[config.mk]
export PLATFORM = sky130hd
export DESIGN_NAME = pipe_stage_reg
export DESIGN_NICKNAME = d
export VERILOG_FILES = /design/src/rtl/pipe_pkg.sv /design/src/rtl/sat_counter.sv /design/src/rtl/pipe_stage_reg.sv
export SDC_FILE = /design/constraint.sdc
export NUM_CORES = 1
export LEC_CHECK = 0
export ABC_AREA = 1
export CORE_MARGIN = 2
export CORE_UTILIZATION = 45
export CTS_BUF_LIST = sky130_fd_sc_hd__clkbuf_16
export DETAILED_ROUTE_END_ITERATION = 10
export DONT_BUFFER_PORTS = 1
export PLACE_DENSITY_LB_ADDON = 0.2
export SYNTH_ARGS = -nofsm -noshare
export SYNTH_HDL_FRONTEND = slang
export SYNTH_HIERARCHICAL = 1
export SYNTH_SLANG_ARGS = --single-unit
[constraint.sdc]
create_clock -name clk -period 2.6 [get_ports clk]
set_input_delay 0.39 -clock clk [delete_from_list [all_inputs] [get_ports clk]]
set_output_delay 0.39 -clock clk [all_outputs]
set_load 0.1 [all_outputs]
[src/rtl/pipe_pkg.sv]
// pipe_pkg
//   Shared definitions for the inter-stage pipeline register:
//   - state_t        : occupancy state of the two-entry stage (EMPTY/ONE/TWO)
//   - NOP_IR_DEFAULT : default instruction word driven in a bubble
//   - make_bubble()  : builds the bubble payload for a given lane width/count
//                      (lane 0 = NOP instruction, every other lane = 0)
package pipe_pkg;

    // The encoding equals the number of beats held, which keeps waveforms readable.
    typedef enum logic [1:0] {
        EMPTY = 2'd0,
        ONE   = 2'd1,
        TWO   = 2'd2
    } state_t;

    localparam logic [31:0] NOP_IR_DEFAULT = 32'h0000_0000;

    // Upper bounds of what make_bubble can build: one lane of up to 64 bits,
    // a whole payload of up to 1024 bits.
    localparam int MAX_LANE_W    = 64;
    localparam int MAX_PAYLOAD_W = 1024;

    // Lane 0 sits at the bottom of the payload, so the bubble is the NOP word
    // masked to one lane and zero-extended over the remaining lanes.
    function automatic logic [MAX_PAYLOAD_W-1:0] make_bubble(
        input int                    w,
        input int                    lanes,
        input logic [MAX_LANE_W-1:0] nop_ir
    );
        logic [MAX_LANE_W-1:0] mask;
        mask = (w >= MAX_LANE_W) ? '1
                                 : ((MAX_LANE_W'(1) << w) - MAX_LANE_W'(1));
        make_bubble = (lanes < 1) ? '0 : MAX_PAYLOAD_W'(nop_ir & mask);
    endfunction

endpackage

[src/rtl/sat_counter.sv]
// sat_counter
//   Saturating up-counter used for the stage performance counters.
//   Ports:
//     clk   - clock, rising edge
//     reset - asynchronous, active-low; clears q
//     inc   - add one this cycle (ignored once q is all-ones)
//     clr   - synchronous clear, wins over inc
//     q     - current count
module sat_counter #(
    parameter int CNT_W = 16
) (
    input  logic             clk,
    input  logic             reset,
    input  logic             inc,
    input  logic             clr,
    output logic [CNT_W-1:0] q
);

    always_ff @(posedge clk or negedge reset) begin
        if (!reset) begin
            q <= '0;
        end else if (clr) begin
            q <= '0;
        end else if (inc && (q != '1)) begin
            q <= q + CNT_W'(1);
        end
    end

endmodule

[src/rtl/pipe_stage_reg.sv]
// pipe_stage_reg
//   Inter-stage pipeline register with a two-entry skid buffer. MAIN drives
//   the output; SKID catches the beat accepted while the output is stalled,
//   so in_ready depends on the state register only and never on out_ready.
//   Ports:
//     clk, reset           - clock; asynchronous active-low reset
//     in_valid/in_ready    - upstream handshake, in_data is LANES*W bits
//     out_valid/out_ready  - downstream handshake, out_data is LANES*W bits
//     flush                - synchronous kill of every held beat
//     cnt_clr              - synchronous clear of both counters
//     stall_cnt            - saturating count of cycles out_valid & !out_ready
//     bubble_cnt           - saturating count of cycles !out_valid
//     state                - current occupancy state (debug)
//   Lane k of a payload lives at bits [k*W +: W]; lane 0 is the instruction.
//   W may be at most 64 and LANES*W at most 1024.
//
// Handshake: a beat moves when valid and ready are both high at a rising
// edge. valid never depends on ready; once raised, out_valid stays high and
// out_data stays stable until the beat is taken (or a flush/reset kills it).
module pipe_stage_reg
    import pipe_pkg::*;
#(
    parameter int           W      = 32,
    parameter int           LANES  = 5,
    parameter logic [W-1:0] NOP_IR = W'(NOP_IR_DEFAULT),
    parameter int           CNT_W  = 16
) (
    input  logic               clk,
    input  logic               reset,
    input  logic               in_valid,
    output logic               in_ready,
    input  logic [LANES*W-1:0] in_data,
    output logic               out_valid,
    input  logic               out_ready,
    output logic [LANES*W-1:0] out_data,
    input  logic               flush,
    input  logic               cnt_clr,
    output logic [CNT_W-1:0]   stall_cnt,
    output logic [CNT_W-1:0]   bubble_cnt,
    output state_t             state
);

    localparam int PW = LANES * W;
    localparam logic [MAX_PAYLOAD_W-1:0] BUBBLE_FULL =
        make_bubble(W, LANES, MAX_LANE_W'(NOP_IR));
    localparam logic [PW-1:0] BUBBLE = BUBBLE_FULL[PW-1:0];

    state_t        state_q, state_d;
    logic [PW-1:0] main_q, main_d;
    logic [PW-1:0] skid_q, skid_d;
    logic          in_fire, out_fire;

    assign in_fire  = in_valid & in_ready;
    assign out_fire = out_valid & out_ready;

    // State and storage registers.
    always_ff @(posedge clk or negedge reset) begin
        if (!reset) begin
            state_q <= EMPTY;
            main_q  <= BUBBLE;
            skid_q  <= BUBBLE;
        end else begin
            state_q <= state_d;
            main_q  <= main_d;
            skid_q  <= skid_d;
        end
    end

    // Next state and storage updates. MAIN is reloaded with the bubble
    // whenever it empties so out_data reads as a bubble while out_valid is low.
    always_comb begin
        state_d = state_q;
        main_d  = main_q;
        skid_d  = skid_q;
        if (flush) begin
            // Any beat accepted this cycle is dropped; a beat taken
            // downstream this cycle has already left.
            state_d = EMPTY;
            main_d  = BUBBLE;
            skid_d  = BUBBLE;
        end else begin
            case (state_q)
                EMPTY: begin
                    if (in_fire) begin
                        state_d = ONE;
                        main_d  = in_data;
                    end
                end
                ONE: begin
                    if (in_fire && out_fire) begin
                        main_d = in_data;
                    end else if (in_fire) begin
                        state_d = TWO;
                        skid_d  = in_data;
                    end else if (out_fire) begin
                        state_d = EMPTY;
                        main_d  = BUBBLE;
                    end
                end
                TWO: begin
                    // in_ready is low here, so nothing new can arrive.
                    if (out_fire) begin
                        state_d = ONE;
                        main_d  = skid_q;
                        skid_d  = BUBBLE;
                    end
                end
                default: begin
                    // Unused encoding: fall back to a clean empty stage.
                    state_d = EMPTY;
                    main_d  = BUBBLE;
                    skid_d  = BUBBLE;
                end
            endcase
        end
    end

    // Handshake outputs are decoded from the state register alone.
    always_comb begin
        out_valid = 1'b0;
        in_ready  = 1'b1;
        case (state_q)
            EMPTY: begin
                out_valid = 1'b0;
                in_ready  = 1'b1;
            end
            ONE: begin
                out_valid = 1'b1;
                in_ready  = 1'b1;
            end
            TWO: begin
                out_valid = 1'b1;
                in_ready  = 1'b0;
            end
            default: begin
                out_valid = 1'b0;
                in_ready  = 1'b1;
            end
        endcase
    end

    assign out_data = main_q;
    assign state    = state_q;

    sat_counter #(
        .CNT_W (CNT_W)
    ) u_stall_cnt (
        .clk   (clk),
        .reset (reset),
        .inc   (out_valid & ~out_ready),
        .clr   (cnt_clr),
        .q     (stall_cnt)
    );

    sat_counter #(
        .CNT_W (CNT_W)
    ) u_bubble_cnt (
        .clk   (clk),
        .reset (reset),
        .inc   (~out_valid),
        .clr   (cnt_clr),
        .q     (bubble_cnt)
    );

endmodule

# Yosys cells after proc, flatten, opt, wreduce, memory -nomap -nowiden
# Index checks and enable logic that the tools add are counted.
[word_totals]
regBits = 354
inputBits = 166
output_inout_bits = 196
word_cells = 57
[classes]
addsub = 2
eq_ne = 12
mux = 23
bitwise_logic = 5
n_reduce_logical = 10
[op_table]
columns = ["cell", "count"]
rows = [
  ["two-way mux 160 bit", 8],
  ["case mux 160 bit (3 select lines)", 2],
  ["two-way mux 16 bit", 4],
  ["adder 16 x 1 -> 16 bit (second input constant)", 2],
  ["!= test 16 bit (second input constant)", 2],
  ["two-way mux 2 bit", 6],
  ["!= test 3 bit (second input constant)", 4],
  ["!= test 4 bit (second input constant)", 3],
  ["AND reduction 4 bit", 3],
  ["case mux 2 bit (3 select lines)", 1],
  ["nonzero test 2 bit", 2],
  ["bitwise AND 1 bit", 3],
  ["logical AND 1 bit", 3],
  ["equality test 2 x 1 -> 1 bit (second input constant)", 1],
  ["equality test 2 bit (second input constant)", 1],
  ["logical NOT 2 bit", 1],
  ["two-way mux 1 bit", 2],
  ["!= test 2 bit (second input constant)", 1],
  ["NOT 1 bit", 2],
  ["OR reduction 2 bit", 1],
]

# Longest topological paths before layout
[depth]
word_depth = 9
depth_mapped = 12
depth_no_buf = 9

# Hierarchy
# Netlist, hierarchy kept.
[modules_own_cells]
columns = ["mod", "n_inst", "cells_per_inst", "area_per_inst_um2", "seq_area_each_um2"]
rows = [
  ["pipe_stage_reg", 1, 2457, 17209.0, 8057.7],
  ["sat_counter", 2, 144, 1037.2, 400.4],
]

# Least setup slack after synthesis
# Ideal clock, no wire load.
[synth_timing]
path_kind = "register to register"
from = "register state_q[0], in the netlist state[0]"
to = "register main_q[43], in the netlist out_data[43]"
setup_ps = 68
arrival_time_ps = 3146
setup_slack_ps = -614
path_stages_with_launch = 11
n_path_buf = 2
path_cell_list = "dfrtp_1 inv_1 ha_1 nand2_1 nand3_1 nand3_2 nor2_4 buf_4 buf_4 nand2_1 nand2_1"
[synth_via]
elab_chain_cells = 8
elab_cells_between_ends = 17
[synth_rtl]
columns = ["element", "line", "text"]
rows = [
  ["start, declared", "pipe_stage_reg.sv:48", "state_t state_q, state_d;"],
  ["start signal, assigned", "pipe_stage_reg.sv:63", "state_q <= state_d;"],
  ["equality test 2 bit / equality test 2 x 1 -> 1 bit (equally long branches)", "pipe_stage_reg.sv:122", "case (state_q)"],
  ["OR reduction 2 bit (no line) (*)", "n/a", ""],
  ["two-way mux 1 bit (*)", "pipe_stage_reg.sv:122", ""],
  ["named net out_valid", "pipe_stage_reg.sv:33", "output logic out_valid,"],
  ["bitwise AND 1 bit (*)", "pipe_stage_reg.sv:54", "assign out_fire = out_valid & out_ready;"],
  ["logical AND 1 bit", "pipe_stage_reg.sv:90", "if (in_fire && out_fire) begin"],
  ["two-way mux 160 bit", "pipe_stage_reg.sv:90", ""],
  ["case mux 160 bit (3 select lines)", "pipe_stage_reg.sv:82", "case (state_q)"],
  ["two-way mux 160 bit", "pipe_stage_reg.sv:75", "if (flush) begin"],
  ["end signal, assigned", "pipe_stage_reg.sv:64", "main_q <= main_d;"],
  ["end, declared", "pipe_stage_reg.sv:49", "logic [PW-1:0] main_q, main_d;"],
]
# Mark *: on every way through the listed nets, which the timed path passes. The rest lies on a longest branch.
# A chain may end at the register's enable or synchronous reset.

# Worst setup path after layout
[layout_timing]
from = "register state_q[0], in the netlist state[0]"
to = "register u_stall_cnt.q[2]"
[layout_via]
elab_chain_cells = 6
elab_cells_between_ends = 7
[layout_rtl]
columns = ["element", "line", "text"]
rows = [
  ["equality test 2 bit / equality test 2 x 1 -> 1 bit (equally long branches)", "pipe_stage_reg.sv:122", ""],
  ["OR reduction 2 bit (no line) (*)", "n/a", ""],
  ["two-way mux 1 bit (*)", "pipe_stage_reg.sv:122", ""],
  ["bitwise AND 1 bit (*)", "pipe_stage_reg.sv:150", ".inc (out_valid & ~out_ready),"],
  ["logical AND 1 bit (*)", "sat_counter.sv:24", "end else if (inc && (q != '1)) begin"],
  ["nonzero test 2 bit (no line) (*)", "n/a", ""],
  ["end signal, assigned", "sat_counter.sv:25", "q <= q + CNT_W'(1);"],
  ["end, declared", "sat_counter.sv:16", "output logic [CNT_W-1:0] q"],
]
# Mark *: on every way between the ends. The rest lies on a longest branch, timed or not.

==> results.py <==
metrics = {
    "floorplanning": {
        "die-height_um": 211,
        "ioPinCount": 362,
        "fp.dieArea_um2": 44500,
        "starting_density_of_the_core_pct": 45.8,
        "design.core.area_um2": 42100,
        "fp.dieW_um": 211,
        "rows": 75,
    },
    "setup_path": {
        "timing.reg2reg.worst_path_depth": 10,
        "critical_path_class": "flip-flop to flip-flop",
        "worst_setup_path_endpoint": "u_stall_cnt/q[2]",
        "critical-path-max-stage-delay_ns": 0.45,
        "critical_path.endpoint_type": "flip-flop",
        "setup.worst_path.start": "state[0]",
        "worst-endpoint-required_ns": 3.11,
        "r2r-end": "u_stall_cnt/q[2]",
        "timing.critical_path.arrival_ns": 2.85,
        "critical_path.max_fanout": 13,
        "r2r_slack_ns": 0.26,
        "worstReg2RegStart": "state[0]",
        "timing.critical_path.from_type": "flip-flop",
        "critical_path.most_common_cell": "inv_1",
        "timing.critical_path.cells": "inv_1 > ha_4 > buf_4 > inv_1 > nor2_1 > inv_1 > nor2_1 > buf_4 > nand4_1 > nand2_1",
        "slowest_stage": "dfrtp_4",
    },
    "grt": {
        "grt_max_degree": 355,
        "grt_remaining_overflow": 0,
        "gr-usage-all-layers_pct": 26.3,
        "grt_pass1_wl_um": 93400,
        "via_count_of_the_first_global_routing_pass": 17000,
        "antenna_found_initial": 0,
    },
    "clock_tree": {
        "cts_tree": "built",
        "path_clk_slew_ns": 0.06,
        "ctsLongestPathBuffers": 3,
        "cts_htree_levels": 2,
        "cts-hold-fix-buffers": 5,
        "clk-insertion-delay-late_ns": 0.57,
        "cts.sinks": 354,
        "cts_buffers": 42,
        "clock-root-buffer": "clkbuf_16",
    },
    "detailed_routing": {
        "first_pass_iters": 5,
        "vias_per_cell": 5.37,
        "first_iter_violations": 1423,
        "drc_errors": 0,
        "ant_nets": 0,
        "detail_route.wl_per_cell_um": 18.1,
        "route.final.wire_length_um": 58600,
        "vias": 17400,
    },
    "cells_and_area": {
        "nNetsFinal": 2847,
        "layout_common_cells": "nand2_1 (1331), dfrtp_1 (352), nor2_1 (190)",
        "final_core_utilization_pct": 50.3,
        "num_antenna_cells": 0,
        "final_layout_size_suffix_gt1_share_pct": 5.84,
        "final_common_cell": "nand2_1",
        "nFillCells": 4081,
        "flow.area_growth_from_synthesis_pct": 9.93,
    },
    "timing": {
        "setup_violations": 0,
        "rsz0062_at_grt": "false",
        "timing.final.hold_violations": 354,
        "layout_min_cycle_time_ns": 2.34,
        "fin_worst_skew_ns": 0.0240,
        "max-slew-margin-rel_pct": 30.3,
        "fmax_ghz": 0.428,
        "hold_ws_ns": -0.480,
        "final_period_utilization_pct": 89.9,
        "timing.setup.tns_ns": 0,
        "finalMaxSlewViolations": 0,
        "worst_margin_pin_slew_ns": 1.05,
    },
    "power": {
        "net_switching_power_of_the_design_mw": 15.1,
        "share_comb_of_total_power_pct": 27.0,
        "pwr_density_cell_nw_per_um2": 1290,
        "ir_drop_uv": 1250,
        "p_int_mw": 12.2,
        "power.clock.fraction_pct": 20.9,
        "power_leakage_nw": 11.3,
        "sw_frac_of_total_pct": 55.3,
        "power.sequential.fraction_pct": 52.1,
    },
    "logic_synthesis": {
        "syn_area_um2": 19300,
        "post_synth.cell_area_avg_um2": 7.02,
        "syn-instance-count": 2745,
        "synth_seq_cells": 354,
        "syn-num-nets": 2917,
        "synth_cell_types": 28,
        "synth_sequential_area_ratio_pct": 45.9,
        "yosys_warnings": 6,
    },
    "placement": {
        "io_buffers": 0,
        "gpl.final_weighted_congestion": 0.844,
        "detailed_place_hpwl_um": 32700,
    },
    "min_path": {
        "min-delay-path-class": "primary input to async pin",
    },
    "status": {
        "failing_checks": "negative hold slack",
        "run_status": "finished, violations left",
    },
    "run": {
        "timing.max_cap.violations": 0,
    },
}
-- kinds of logic after synthesis --
| kind of cell | share of synthesized area [%] |
|---|---|
| compound gates | 9.91 |
| xor+xnor | 0.454 |
| fa+ha+maj | 0.389 |
| buf+inv | 7.16 |
| flops | 45.9 |
| simple gates | 36.1 |
-- metrics by stage --
step | hold WS, ns | total power, mW | setup slack (ns) | instance area (um2) | instances
floorplan | 0.0944 | 19.6 | 0.0194 | 19300 | 2745
global placement | 0.102 | 21.5 | 0.245 | 19800 | 3165
detailed placement | 0.102 | 21.7 | 0.193 | 19800 | 3165
CTS | -0.505 | 27.5 | 0.182 | 21200 | 3245
global route | -0.503 | 28.7 | 0.121 | 21200 | 3245
finish | -0.480 | 27.3 | 0.264 | 21200 | 3245
-- power groups by stage --
stage | Sequential, mW | Clock (mW) | Combinational (mW)
5_1_grt | 14.4 | 6.06 | 8.29
3_5_place_dp | 14.3 | 0 | 7.39
3_3_place_gp | 14.3 | 0 | 7.26
4_1_cts | 14.2 | 5.86 | 7.42
6_report | 14.2 | 5.71 | 7.39
2_1_floorplan | 14.4 | 0 | 5.15
-- critical path: cells and delay by family (launching register included) --
family                   cells  cell delay [ns]
adder cells (fa/ha/maj)      1             0.28
buffers and inverters        5             0.86
flip-flops                   1             0.45
AND/OR/NAND/NOR              4             0.66
-- registers in the layout, summed over array words and instances, names as in the netlist --
| register | count |
|---|---|
| state | 2 |
| u_bubble_cnt/q | 16 |
| u_stall_cnt/q | 16 |
| out_data | 160 |
| skid_q | 160 |
-- how the worst min path moves through the flow --
stage / cells past startpoint / end / startpoint
final: 0 / out_data[152] / reset
after global routing: 0 / out_data[152] / reset
after CTS: 0 / out_data[146] / reset
after detailed placement: 0 / out_data[152] / reset
after global placement: 0 / out_data[148] / reset
after floorplan: 0 / out_data[0] / reset
-- layout make-up --
class                           instances  area [um2]  share of cell area (%)
Sequential cell                       354        8860                    41.8
Timing Repair Buffer                   65         679                    3.21
Tap cell                              539         674                    3.18
Multi-Input combinational cell       2062        9100                    42.9
Clock buffer                           43        1080                    5.08
Clock inverter                         32         229                    1.08
Inverter                              150         572                    2.70
-- cell usage after synthesis (all sizes together) --
cell | n | area, um2
a21oi | 4 | 31.3
xor2 | 6 | 52.6
inv | 150 | 568
or2 | 3 | 18.8
o21bai | 164 | 1230
buf | 89 | 475
nand2 | 1341 | 5080
o21ai | 125 | 648
nand4 | 18 | 113
xnor2 | 4 | 35.0
nor2 | 197 | 782
ha | 6 | 75.1
clkbuf | 90 | 338
nor3 | 3 | 15.0
dfrtp | 354 | 8860
nand3 | 191 | 966
-- layer usage --
| metal | GRT usage (%) | wire length (um) | vias to the layer above |
|---|---|---|---|
| li1 | - | - | 8403 |
| met1 | 33.9 | 24900 | 8356 |
| met2 | 41.9 | 26400 | 577 |
| met3 | 7.39 | 5200 | 104 |
| met4 | 10.2 | 2020 | 0 |
| met5 | 0 | 0 | - |
-- repair_timing --
item	CTS	global route
hold endpoints to repair	371	354
endpoints found under the setup margin	0	32
resized for setup	0	1
setup buffers	0	0
No activity file was read; power rests on OpenSTA's default activity.
